`config.mk`:
```
export PLATFORM = sky130hd
export DESIGN_NAME = addr_seq_gen
export DESIGN_NICKNAME = d
export VERILOG_FILES = /design/src/rtl/addr_seq_gen.sv
export SDC_FILE = /design/constraint.sdc
export NUM_CORES = 1
export LEC_CHECK = 0
export ABC_AREA = 0
export BUFFER_PORTS_ARGS = -buffer_cell sky130_fd_sc_hd__buf_2
export CAP_MARGIN = 20
export CORE_ASPECT_RATIO = 0.6
export CORE_UTILIZATION = 55
export CTS_CLUSTER_DIAMETER = 30
export CTS_CLUSTER_SIZE = 24
export DETAILED_ROUTE_END_ITERATION = 6
export GPL_ROUTABILITY_DRIVEN = 1
export PLACE_DENSITY = 0.8
export SLEW_MARGIN = 5
export SYNTH_ARGS = -nofsm -noshare
export SYNTH_HDL_FRONTEND = slang
export SYNTH_SLANG_ARGS = --single-unit
```
`constraint.sdc`:
```
create_clock -name clk -period 5.1 [get_ports clk]
set_input_delay 0.51 -clock clk [delete_from_list [all_inputs] [get_ports clk]]
set_output_delay 0.51 -clock clk [all_outputs]
set_load 0.01 [all_outputs]
```
`src/rtl/addr_seq_gen.sv`:
```
// rtl/addr_seq_gen.sv - windowed sample address sequencer with step, direction, loop and one-shot modes
module addr_seq_gen #(
    parameter int ADDR_W = 23,
    parameter int STEP_W = 4
) (
    input  logic              clk,
    input  logic              reset,
    input  logic              start,
    input  logic              restart,
    input  logic              count_forward,
    input  logic              loop_en,
    input  logic [ADDR_W-1:0] base_addr,
    input  logic [ADDR_W-1:0] limit_addr,
    input  logic [STEP_W-1:0] step,
    output logic [ADDR_W-1:0] next_address,
    output logic              finish,
    output logic              wrapped,
    output logic              at_end,
    output logic              busy
);

    typedef enum logic [1:0] {IDLE, LOAD, ADVANCE, DONE} state_t;

    state_t            state;
    state_t            state_next;
    logic [ADDR_W-1:0] ptr;
    logic              wrap_flag;

    logic [STEP_W-1:0] step_eff;
    logic [ADDR_W:0]   s_ext;
    logic [ADDR_W:0]   fwd_sum;
    logic [ADDR_W:0]   rev_floor;
    logic              fwd_end;
    logic              rev_end;
    logic              end_hit;

    // One extra bit on every compare keeps the top of the address space from wrapping to a small value.
    assign step_eff  = (step == '0) ? STEP_W'(1) : step;
    assign s_ext     = (ADDR_W+1)'(step_eff);
    assign fwd_sum   = {1'b0, ptr} + s_ext;
    assign rev_floor = {1'b0, base_addr} + s_ext;
    assign fwd_end   = fwd_sum > {1'b0, limit_addr};
    assign rev_end   = {1'b0, ptr} < rev_floor;
    assign end_hit   = count_forward ? fwd_end : rev_end;

    always_ff @(posedge clk) begin
        if (reset || restart) begin
            state <= IDLE;
        end else begin
            state <= state_next;
        end
    end

    always_comb begin
        state_next = state;
        case (state)
            IDLE:    if (start) state_next = LOAD;
            LOAD:    state_next = ADVANCE;
            ADVANCE: state_next = DONE;
            DONE:    state_next = IDLE;
            default: state_next = IDLE;
        endcase
    end

    always_ff @(posedge clk) begin
        if (reset) begin
            ptr          <= count_forward ? base_addr : limit_addr;
            next_address <= '0;
            at_end       <= 1'b0;
            wrap_flag    <= 1'b0;
        end else if (restart) begin
            ptr       <= count_forward ? base_addr : limit_addr;
            at_end    <= 1'b0;
            wrap_flag <= 1'b0;
        end else begin
            case (state)
                LOAD: begin
                    next_address <= ptr;
                    wrap_flag    <= 1'b0;
                end
                ADVANCE: begin
                    // An exhausted one-shot window keeps replaying its final address.
                    if (!at_end) begin
                        if (end_hit) begin
                            if (loop_en) begin
                                ptr       <= count_forward ? base_addr : limit_addr;
                                wrap_flag <= 1'b1;
                            end else begin
                                at_end <= 1'b1;
                            end
                        end else if (count_forward) begin
                            ptr <= fwd_sum[ADDR_W-1:0];
                        end else begin
                            ptr <= ptr - s_ext[ADDR_W-1:0];
                        end
                    end
                end
                default: ;
            endcase
        end
    end

    assign finish  = (state == DONE);
    assign wrapped = finish & wrap_flag;
    assign busy    = (state != IDLE);

endmodule

```
==> results.md <==
* Worst Max-Slew Pin Slew at 0.820 ns
* Synth warn at 0
* RSZ-0062 raised after global routing: no
* Final Power at 1450 uW
* HP Class: register to register
* Pwr Density at around 240 nW/um^2
* MaxCap Viol Count at 0
* Cells after synthesis at around 640
* Most numerous cell in the Yosys netlist: nand2_1
* Worst r2r path cells at 15
* Core ar. at between 9000 and 10,000 sq um
* DR WL met2 at around 6300 microns
* Share of layout cells above drive strength 1 at 18.8%
* CTS Hold Bufs at 0
* Worst Path Arrival at approximately 4.8 ns
* Part of the cycle the worst path needs at around 95%
* Tmin final at just under 5 ns
* Worst-path clk slew at roughly 0.070 ns
* CP peak stage delay at about 0.43 ns
* Rel. slew slack at a little under half
* Final Skew at about 0.011 ns
* PortBufs at 82
* Largest area contributor in the netlist: ha_1
* CP endpoint kind: register
* CTS Buffer Depth at 2
* Post-Syn Area at 5220 sq um
* Worst hold path cell count at 2
* Status: finished clean
* Pre-antenna DRT Iters at 5
* Met1 wire length at around 7400 microns
* Per-cell routed wire length at 19.4 microns
* Crit-path cells: buf_2 -> inv_1 -> a31o_2 -> ha_1 -> fa_1 -> a21o_1 -> a21oi_1 -> or3_1 -> or2_2 -> nor2_1 -> xnor2_1 -> ha_1 -> nand3_1 -> nor4_1 -> o211ai_1 -> o211ai_1 -> a21oi_2 -> o21bai_1 -> a31o_2 -> buf_12
* Count of cells resized by post-cts repair at 0
* Clock sink total at 50
* N_diodes at 0
* Leak Pwr at approximately 0.0026 uW
* Final wirelength at about 17,000 microns
* Met3 wire length at 2520 microns
* Maximum clock frequency at 207 MHz
* Post-DP HPWL at ~13,000 microns
* Seq/Total Area, Yosys at 23.6%
* Via/cell ratio at between 6 and 7
* Unique cell type count in the Yosys netlist at 61
* Setup-failing EPs final at 0
* Placer Congestion at around 1.1
* Antenna Nets Post-Route at 0
* Initial Util at 56.8%
* Final #Nets at ~840
* Top sig layer: met4
* Vias in the first global route at slightly below 5,000
* Synth Register Bits at 50
* Top_reg_cell synth: dfxtp_1
* Hold EP: next_address[3]$_SDFFE_PP0P_
* Initial antenna violation count at 0
* Cts bufs inserted at 5
* Mean area per synthesized cell at 8.10 sq um
* Crit path max-delay family: compound AO/OA/AOI/OAI gates
* DIE HEIGHT at 77.4 microns
* Grt total ovfl at 0
* Final Hold Viols at 0
* Synth Net Count at between 700 and 800
* Pins Over Slew Limit at 0
* Worst setup SP type: input port
* Setup TNS at 0 ns
* GRT Util Overall at about a third
* Die X at 128 microns
* CTS tree: yes
* Crit path kind: input port to register
* Number of enable flip-flop cells after synthesis at 23
* I/O pin count at 83
* Die Area at 9890 sq um
* Critical R2R Capture: ptr[14]$_DFFE_PP_
* Largest net degree at the start of global routing at 52
* Clock Root Buffer: clkbuf_16
* CP Buf/Inv Count at 3
* Synth cell count leaders: nand2_1, ha_1, a21oi_1, inv_1, mux2i_1
* CP max FO at 23
* Via count at between 5,000 and 6,000
* WP data required at about 5.1 ns
* Worst skew pair latency at 0.30 ns
* DRC errors left at 0
* Synth top area share at between 10% and 20%
* Crit Reg-Reg Startpoint: ptr[2]$_DFFE_PP_
* HP Start: next_address[3]$_SDFFE_PP0P_
* DRT iter0 DRCs at approximately 630
* First-pass GRT wire length at 25,600 microns
* Asr flop ratio synth at 0%
* Max IR drop VDD at 0.143 mV
* Row cnt at 27
* Largest cells by area after synthesis: ha_1, edfxtp_1, dfxtp_1, nand2_1, mux2i_1
* Area Overhead vs Synth at 14.9%
* R2R setup slack at just over 0.3 ns
* Crit-path slowest cell: fa_1
* Number of H-tree levels at 2
* Postcts setup bufs at 0
## logic make-up after synthesis
logic type               synth area share (%)
flip-flops                               23.6
AO/OA/AOI/OAI                            15.4
adder cells (fa/ha/maj)                  16.0
XOR/XNOR                                 10.1
AND/OR/NAND/NOR                          21.7
multiplexers                             7.44
buffers and inverters                    5.80
## power breakdown
group	total (uW)	internal [uW]	switching (uW)	leakage (uW)
registers	506	458	48.3	0.000454
logic	585	235	350	0.00203
clock network	364	210	154	0.0000801
## cells in the final DEF, fill, tap and decap left out, types with 3 or more instances in the layout
cell       count
nand2_1       95
nand2b_1       4
o21a_1         5
clkbuf_16      5
or3_1          5
a21o_1         5
nor4_1         9
nor2_1        27
a211oi_1       7
and2_1         3
inv_1         39
edfxtp_1      23
nor3b_1        3
nand4_1       10
buf_4         20
nand3_1       30
nor3_1        17
and4_1         3
a21oi_1       50
dfxtp_1       27
mux2i_1       35
nor2b_1        9
o21ai_0       20
or2_2          4
a31o_2         8
and3_1         4
buf_2         82
xor2_1        28
xnor2_1       32
ha_1          62
fa_1           3
o211ai_1       4
## metrics by stage
stage / hold slack (ns) / worst slack [ns] / area (sq um) / utilization (%) / std cells
after detailed placement: 0.448 / 0.0309 / 5830 / 63.4 / 845
after global routing: 0.477 / 0.00272 / 5990 / 65.2 / 853
final: 0.458 / 0.279 / 5990 / 65.2 / 853
after global placement: 0.442 / 0.158 / 5830 / 63.4 / 845
after floorplan: 0.442 / 0.355 / 5220 / - / 644
after CTS: 0.459 / 0.322 / 5990 / 65.2 / 853
## final cells by class
cell class / instances / area, sq um
flip-flops and latches: 50 / 1230
multi-input cells: 522 / 3690
fillers: 821 / 3200
repair buffers: 104 / 601
inverters: 39 / 146
clock inverters: 1 / 8.76
well taps: 130 / 163
clock buffers: 7 / 153
## sequential cells by signal (all words and copies together) (netlist names)
name / flops
state: 2
ptr: 23
wrap_flag: 1
next_address: 23
at_end: 1
## worst min-delay path, stage by stage (launching register included)
cell     delay, ns
dfxtp_1       0.31
nand2_1       0.05
a21oi_1       0.05
## worst max path at each step
stage                 start                end  cells past startpoint
global route        step[3]  ptr[15]$_DFFE_PP_                     20
CTS                 step[3]  ptr[19]$_DFFE_PP_                     19
global placement    step[3]   ptr[6]$_DFFE_PP_                     19
floorplan           step[3]   ptr[0]$_DFFE_PP_                     17
detailed placement  step[3]   ptr[6]$_DFFE_PP_                     19
finish              step[3]  ptr[15]$_DFFE_PP_                     20
## metal layers
layer,vias up,GRT usage (%)
met2,357,46.3
met5,-,0
met1,2445,49.8
met3,38,12.3
li1,2444,-
met4,0,5.88
No activity file was read; power rests on OpenSTA's default activity.
